## config.mk

```make
export PLATFORM = sky130hd
export DESIGN_NAME = hdmi_packet_serializer_flat
export DESIGN_NICKNAME = d
export VERILOG_FILES = /design/src/rtl/hdmi_packet_serializer_if.sv /design/src/rtl/hdmi_packet_serializer.sv /design/src/flat_wrapper.sv
export SDC_FILE = /design/constraint.sdc
export NUM_CORES = 1
export LEC_CHECK = 0
export ABC_AREA = 1
export CAP_MARGIN = 25
export CORE_MARGIN = 3
export CORE_UTILIZATION = 30
export DETAILED_ROUTE_END_ITERATION = 16
export GPL_ROUTABILITY_DRIVEN = 0
export RECOVER_POWER = 100
export SYNTH_ARGS = -nofsm -noshare
export SYNTH_HDL_FRONTEND = slang
export SYNTH_SLANG_ARGS = --single-unit
```

## constraint.sdc

```tcl
create_clock -name clk_pixel -period 13.7 [get_ports clk_pixel]
set_clock_uncertainty 0.2 [all_clocks]
set_input_delay 1.37 -clock clk_pixel [delete_from_list [all_inputs] [get_ports clk_pixel]]
set_output_delay 1.37 -clock clk_pixel [all_outputs]
set_load 0.05 [all_outputs]
```

## src/rtl/hdmi_packet_serializer_if.sv

```systemverilog
// Bundle between packet_picker and the data-island packet serializer.
// Ports: data_island_prepare/period, header, sub[3:0] toward the serializer;
//        packet_enable, packet_pixel_counter, packet_data(_valid), packet_truncated back out.
interface hdmi_packet_serializer_if;
  logic                  data_island_prepare;
  logic                  data_island_period;
  logic [23:0]           header;
  logic [3:0][55:0]      sub;
  logic                  packet_enable;
  logic [4:0]            packet_pixel_counter;
  logic [8:0]            packet_data;
  logic                  packet_data_valid;
  logic                  packet_truncated;

  // master: the side that supplies timing and packet contents
  modport master (
    output data_island_prepare, data_island_period, header, sub,
    input  packet_enable, packet_pixel_counter, packet_data, packet_data_valid, packet_truncated
  );

  // slave: the serializer itself
  modport slave (
    input  data_island_prepare, data_island_period, header, sub,
    output packet_enable, packet_pixel_counter, packet_data, packet_data_valid, packet_truncated
  );
endinterface

```

## src/rtl/hdmi_packet_serializer.sv

```systemverilog
// Serializes one HDMI data-island packet (24-bit header + four 56-bit subpackets) over 32 pixels,
// appending BCH ECC bit-serially; emits 9 bits/pixel {odd sub3..0, even sub3..0, header bit}.
// Ports: clk_pixel, reset (async, active-high), bus (slave side of hdmi_packet_serializer_if).
module hdmi_packet_serializer #(
  parameter logic [7:0] ECC_POLY = 8'h83
) (
  input  logic                      clk_pixel,
  input  logic                      reset,
  hdmi_packet_serializer_if.slave   bus
);

  logic [4:0]       counter;
  logic             blocked;
  logic [23:0]      hdr_lat;
  logic [3:0][55:0] sub_lat;
  logic [7:0]       hecc;
  logic [3:0][7:0]  secc;
  logic [8:0]       data_q;
  logic             valid_q;
  logic             trunc_q;

  logic             run;
  logic             first;
  logic [23:0]      hdr_cur;
  logic [3:0][55:0] sub_cur;
  logic             hbit;
  logic [3:0]       even;
  logic [3:0]       odd;
  logic [7:0]       hecc_nxt;
  logic [3:0][7:0]  secc_nxt;

  function automatic logic [7:0] bch_step(input logic [7:0] e, input logic b);
    logic [7:0] n;
    n = e ^ {7'b0, b};
    return n[0] ? ((n >> 1) ^ ECC_POLY) : (n >> 1);
  endfunction

  // After reset the serializer waits for the period to go low once, so a
  // packet can only start on a genuine rise of data_island_period.
  assign run   = bus.data_island_period & ~blocked;
  assign first = (counter == 5'd0);

  // In the counter==0 cycle the picker's outputs are used directly; afterwards
  // only the latched copy is valid.
  assign hdr_cur = first ? bus.header : hdr_lat;
  assign sub_cur = first ? bus.sub    : sub_lat;

  always_comb begin
    hbit     = 1'b0;
    even     = '0;
    odd      = '0;
    hecc_nxt = hecc;
    secc_nxt = secc;

    if (counter < 5'd24) begin
      hbit     = hdr_cur[counter];
      // ECC restarts from zero on the first pixel of every packet
      hecc_nxt = bch_step(first ? 8'h00 : hecc, hbit);
    end else begin
      // counter 24..31 -> ECC bit counter-24, which is simply counter[2:0]
      hbit = hecc[counter[2:0]];
    end

    for (int k = 0; k < 4; k++) begin
      if (counter < 5'd28) begin
        even[k]     = sub_cur[k][{counter, 1'b0}];
        odd[k]      = sub_cur[k][{counter, 1'b1}];
        secc_nxt[k] = bch_step(bch_step(first ? 8'h00 : secc[k], even[k]), odd[k]);
      end else begin
        // counter 28..31 -> ECC bit pair counter-28, i.e. counter[1:0]
        even[k] = secc[k][{counter[1:0], 1'b0}];
        odd[k]  = secc[k][{counter[1:0], 1'b1}];
      end
    end
  end

  always_ff @(posedge clk_pixel or posedge reset) begin
    if (reset) begin
      counter <= '0;
      blocked <= 1'b1;
      hdr_lat <= '0;
      sub_lat <= '0;
      hecc    <= '0;
      secc    <= '0;
      data_q  <= '0;
      valid_q <= 1'b0;
      trunc_q <= 1'b0;
    end else begin
      if (!bus.data_island_period) blocked <= 1'b0;

      if (run) begin
        counter <= counter + 5'd1;
        hecc    <= hecc_nxt;
        secc    <= secc_nxt;
        if (first) begin
          hdr_lat <= bus.header;
          sub_lat <= bus.sub;
        end
        data_q  <= {odd, even, hbit};
        valid_q <= 1'b1;
      end else begin
        counter <= '0;
        hecc    <= '0;
        secc    <= '0;
        data_q  <= '0;
        valid_q <= 1'b0;
      end

      // A nonzero counter with the period low means the island ended mid-packet
      trunc_q <= ~run & (counter != 5'd0);
    end
  end

  assign bus.packet_enable        = bus.data_island_prepare |
                                    (bus.data_island_period & (counter == 5'd31));
  assign bus.packet_pixel_counter = counter;
  assign bus.packet_data          = data_q;
  assign bus.packet_data_valid    = valid_q;
  assign bus.packet_truncated     = trunc_q;

endmodule

```

## src/flat_wrapper.sv

```systemverilog
// flat-port wrapper written by rule: the top's interface ports become plain ports
module hdmi_packet_serializer_flat 
#(
  parameter logic [7:0] ECC_POLY = 8'h83
)
  (clk_pixel, reset, bus_data_island_prepare, bus_data_island_period, bus_header, bus_sub, bus_packet_enable, bus_packet_pixel_counter, bus_packet_data, bus_packet_data_valid, bus_packet_truncated);
  hdmi_packet_serializer_if bus_i ();
  input  logic clk_pixel;
  input  logic reset;
  input wire logic [$bits(bus_i.data_island_prepare)-1:0] bus_data_island_prepare;
  input wire logic [$bits(bus_i.data_island_period)-1:0] bus_data_island_period;
  input wire logic [$bits(bus_i.header)-1:0] bus_header;
  input wire logic [$bits(bus_i.sub)-1:0] bus_sub;
  output wire logic [$bits(bus_i.packet_enable)-1:0] bus_packet_enable;
  output wire logic [$bits(bus_i.packet_pixel_counter)-1:0] bus_packet_pixel_counter;
  output wire logic [$bits(bus_i.packet_data)-1:0] bus_packet_data;
  output wire logic [$bits(bus_i.packet_data_valid)-1:0] bus_packet_data_valid;
  output wire logic [$bits(bus_i.packet_truncated)-1:0] bus_packet_truncated;
  assign bus_i.data_island_prepare = bus_data_island_prepare;
  assign bus_i.data_island_period = bus_data_island_period;
  assign bus_i.header = bus_header;
  assign bus_i.sub = bus_sub;
  assign bus_packet_enable = bus_i.packet_enable;
  assign bus_packet_pixel_counter = bus_i.packet_pixel_counter;
  assign bus_packet_data = bus_i.packet_data;
  assign bus_packet_data_valid = bus_i.packet_data_valid;
  assign bus_packet_truncated = bus_i.packet_truncated;
  hdmi_packet_serializer #(.ECC_POLY(ECC_POLY)) u_core (.clk_pixel(clk_pixel), .reset(reset), .bus(bus_i));
endmodule
```

==> impl_metrics.toml <==
[final_layout]
drive_above_1_share_pct = 3.30
fin_util_pct = 37.9
multi_input_area_sq_um = 8480
fillerInstances = 6047
final_area_sq_um = 22000
area_growth_pct = 24.4
seq_area_sq_um = 7640
final_nets = 2989

[clock_network]
cts-resized-gates = 0
cts-buffers-inserted = 39
cts_root_buf = "clkbuf_16"
postCtsSetupBuffers = 0
clk_pin_slew_ns = 0.06
tritoncts = "done"
cts_buffer_depth = 3
h-tree-depth = 2
ctsHoldBuffers = 0
cts.sinks = 305
clock_latency_ns = 0.56

[power_and_ir_drop]
powerDensity_nw_per_um2 = 137
leakage_nw = 10.3
total_power_mw = 3.01
vdd_drop_max_mv = 0.0744

[placement]
port_buffers = 268
hpwl_mm = 42.7
dpl_cell_area_sq_um = 20800
place_ws_ns = 7.30

[synthesis]
synth_warnings = 0
syn_area_per_cell_sq_um = 6.87
ys.flop_type = "dfrtp_1"
synth_most_common_cell = "nand2_1"
ys_seq_elements = 305
synth.distinct_cells = 35
syn_area_sq_um = 17700
yosysTopAreaCell = "dfrtp_1"
ys_top_cells_by_count = "nand2_1, nand3_1, dfrtp_1"
ys_async_sr_fraction_pct = 100
synthTopCellsByArea = "dfrtp_1, nand2_1, nand3_1, o21ai_0, inv_1"
synth_top_area_share_pct = 43.1
yosysSeqAreaShare_pct = 43.2
synth_edf_count = 0
synth_cells = 2573
syn_nets = 2828

[floorplan]
die-area_sq_um = 61800
die_w_um = 249
start_util_pct = 30.5
core-area_sq_um = 58000
rows = 88
die_h_um = 249
io-pin-count = 269

[worst_setup_path]
timing_worst_setup_path_type = "flip-flop to flip-flop"
r2r_end = "u_core.secc[25]"
end_kind = "flip-flop"
r2r_cells = 22
reg2reg_slack_ns = 4.97
cp_max_fo = 127
cp_common_cell = "nand2_1"
path_cells = "clkinvlp_2 > ha_1 > inv_1 > nor2_4 > buf_4 > nand2_8 > clkinvlp_2 > buf_4 > o21ai_0 > nor2_1 > nor2_1 > nand2_1 > nand2_1 > nand2_1 > nor2_1 > nand3_1 > nand2_1 > nand2_1 > nand2_1 > nand2_1 > nand3_1 > nand2_1"
required_ns = 13.95
crit_slowest_cell = "clkinvlp_2"
crit_arrival_ns = 8.97
rr_startpoint = "u_core.bus.packet_pixel_counter[0]"
cp-start-kind = "flip-flop"
cpPeakStageDelay_ns = 1.50

[global_route]
grt_overflow = 0
grt_max_degree = 225
grt_pass1_wl_mm = 99.2
grt_pass1_vias = 16368
track_usage_pct = 20.4
antenna_found_initial = 7

[sta]
worst_pin_slew_ns = 5.80
relSlewSlack_pct = -289
setup_viol = 0
finalMaxSlewViolations = 594
finalCritPeriodShare_pct = 63.7
setup_ws_ns = 4.97
rsz0062_at_grt = "false"
fmax_ghz = 0.115
setup_tns_ns = 0
hold_violations = 0
fin_crit_ns = 8.73

[detailed_routing]
remaining_drc_errors = 0
dr.first_iter.drc_count = 1836
drtPass1Iterations = 6
drt_wl_total_mm = 64.6
wl_per_cell_um = 18.3
ant_nets = 0
vias_per_cell = 5.04
vias = 17764

[min_path]
min_path_cells = 2
hold_class = "flip-flop to flip-flop"
min_to = "u_core.blocked"
min_from = "u_core.blocked"

[outcome]
status = "finished with violations"
violations = "max-capacitance violations, max-slew violations"

[job]
maxCapViolCount = 8
cells in the final DEF (no fill, tap or decap), types with 4 or more instances in the layout:
master / count
a21boi_0: 7
a21oi_1: 24
a31oi_1: 119
buf_4: 14
clkbuf_1: 11
clkbuf_16: 39
clkbuf_8: 11
clkdlybuf4s50_1: 250
clkinv_2: 6
clkinvlp_2: 4
dfrtp_1: 303
dlygate4sd3_1: 18
inv_1: 216
nand2_1: 839
nand3_1: 329
nand3b_1: 37
nand4_1: 6
nor2_1: 215
o21ai_0: 191
o21ai_1: 41
o221ai_1: 6
o22ai_1: 32
or2_0: 5
or2_2: 4
where the power goes:
group | total (mW) | switching (mW) | leakage, nW | internal [mW]
logic | 0.880 | 0.568 | 6.00 | 0.312
clock network | 0.982 | 0.405 | 0.595 | 0.577
registers | 1.15 | 0.0854 | 3.66 | 1.07
total | 3.01 | 1.06 | 10.3 | 1.96
logic make-up after synthesis:
kind of cell | Yosys count | share of synthesized area (%)
AND/OR/NAND/NOR | 1441 | 34.1
adder cells (fa/ha/maj) | 3 | 0.212
buffers and inverters | 396 | 8.94
AO/OA/AOI/OAI | 425 | 13.4
multiplexers | 3 | 0.170
flip-flops | 305 | 43.2
area by class of cell:
cell class                      instances  share of cell area, %
Multi-Input combinational cell       1872                   38.6
Sequential cell                       305                   34.7
Timing Repair Buffer                  290                   13.0
Clock buffer                           56                   5.23
Tap cell                              765                   4.35
Inverter                              226                   3.88
Clock inverter                          7                  0.176
Antenna cell                            2                 0.0228
state kept, by name, indices dropped and copies added (netlist names):
| signal | flops |
|---|---|
| u_core.hdr_lat | 24 |
| u_core.blocked | 1 |
| u_core.bus.packet_data | 9 |
| u_core.bus.packet_data_valid | 1 |
| u_core.bus.packet_pixel_counter | 5 |
| u_core.sub_lat | 224 |
| u_core.bus.packet_truncated | 1 |
| u_core.secc | 32 |
| u_core.hecc | 8 |
per-stage QoR:
| step | hold WS, ns | std cells |
|---|---|---|
| floorplan | 0.231 | 2573 |
| global placement | 0.260 | 3456 |
| detailed placement | 0.265 | 3457 |
| CTS | 0.271 | 3520 |
| global route | 0.266 | 3522 |
| finish | 0.249 | 3523 |
metal layers:
layer  GRT usage, %  vias to the layer above  wire, um
met2           30.4                      660     27800
met5              0                        -        46
li1               -                     8716         -
met4           6.47                        6      1950
met1           29.0                     8282     29300
met3           5.21                      100      5500
how the worst max path moves through the flow:
| stage | from | endpoint | slack (ns) |
|---|---|---|---|
| 2_1_floorplan | reset | u_core.bus.packet_data[0] | 3.70 |
| 3_3_place_gp | u_core.bus.packet_pixel_counter[0] | u_core.secc[24] | 7.37 |
| 3_5_place_dp | u_core.bus.packet_pixel_counter[0] | u_core.secc[0] | 7.30 |
| 4_1_cts | u_core.bus.packet_pixel_counter[0] | u_core.secc[1] | 7.27 |
| 5_1_grt | reset | u_core.sub_lat[32] | 3.85 |
| 6_report | u_core.bus.packet_pixel_counter[0] | u_core.secc[25] | 4.97 |
critical path, delay by kind of cell (launching register included):
kind | cells | cell delay, ns
and+or+nand+nor | 15 | 2.13
AOI/OAI and AO/OA | 1 | 0.37
DFF | 1 | 0.77
adders and majority gates | 1 | 0.73
buffers and inverters | 5 | 4.13
(Power assumes the default switching activity.)
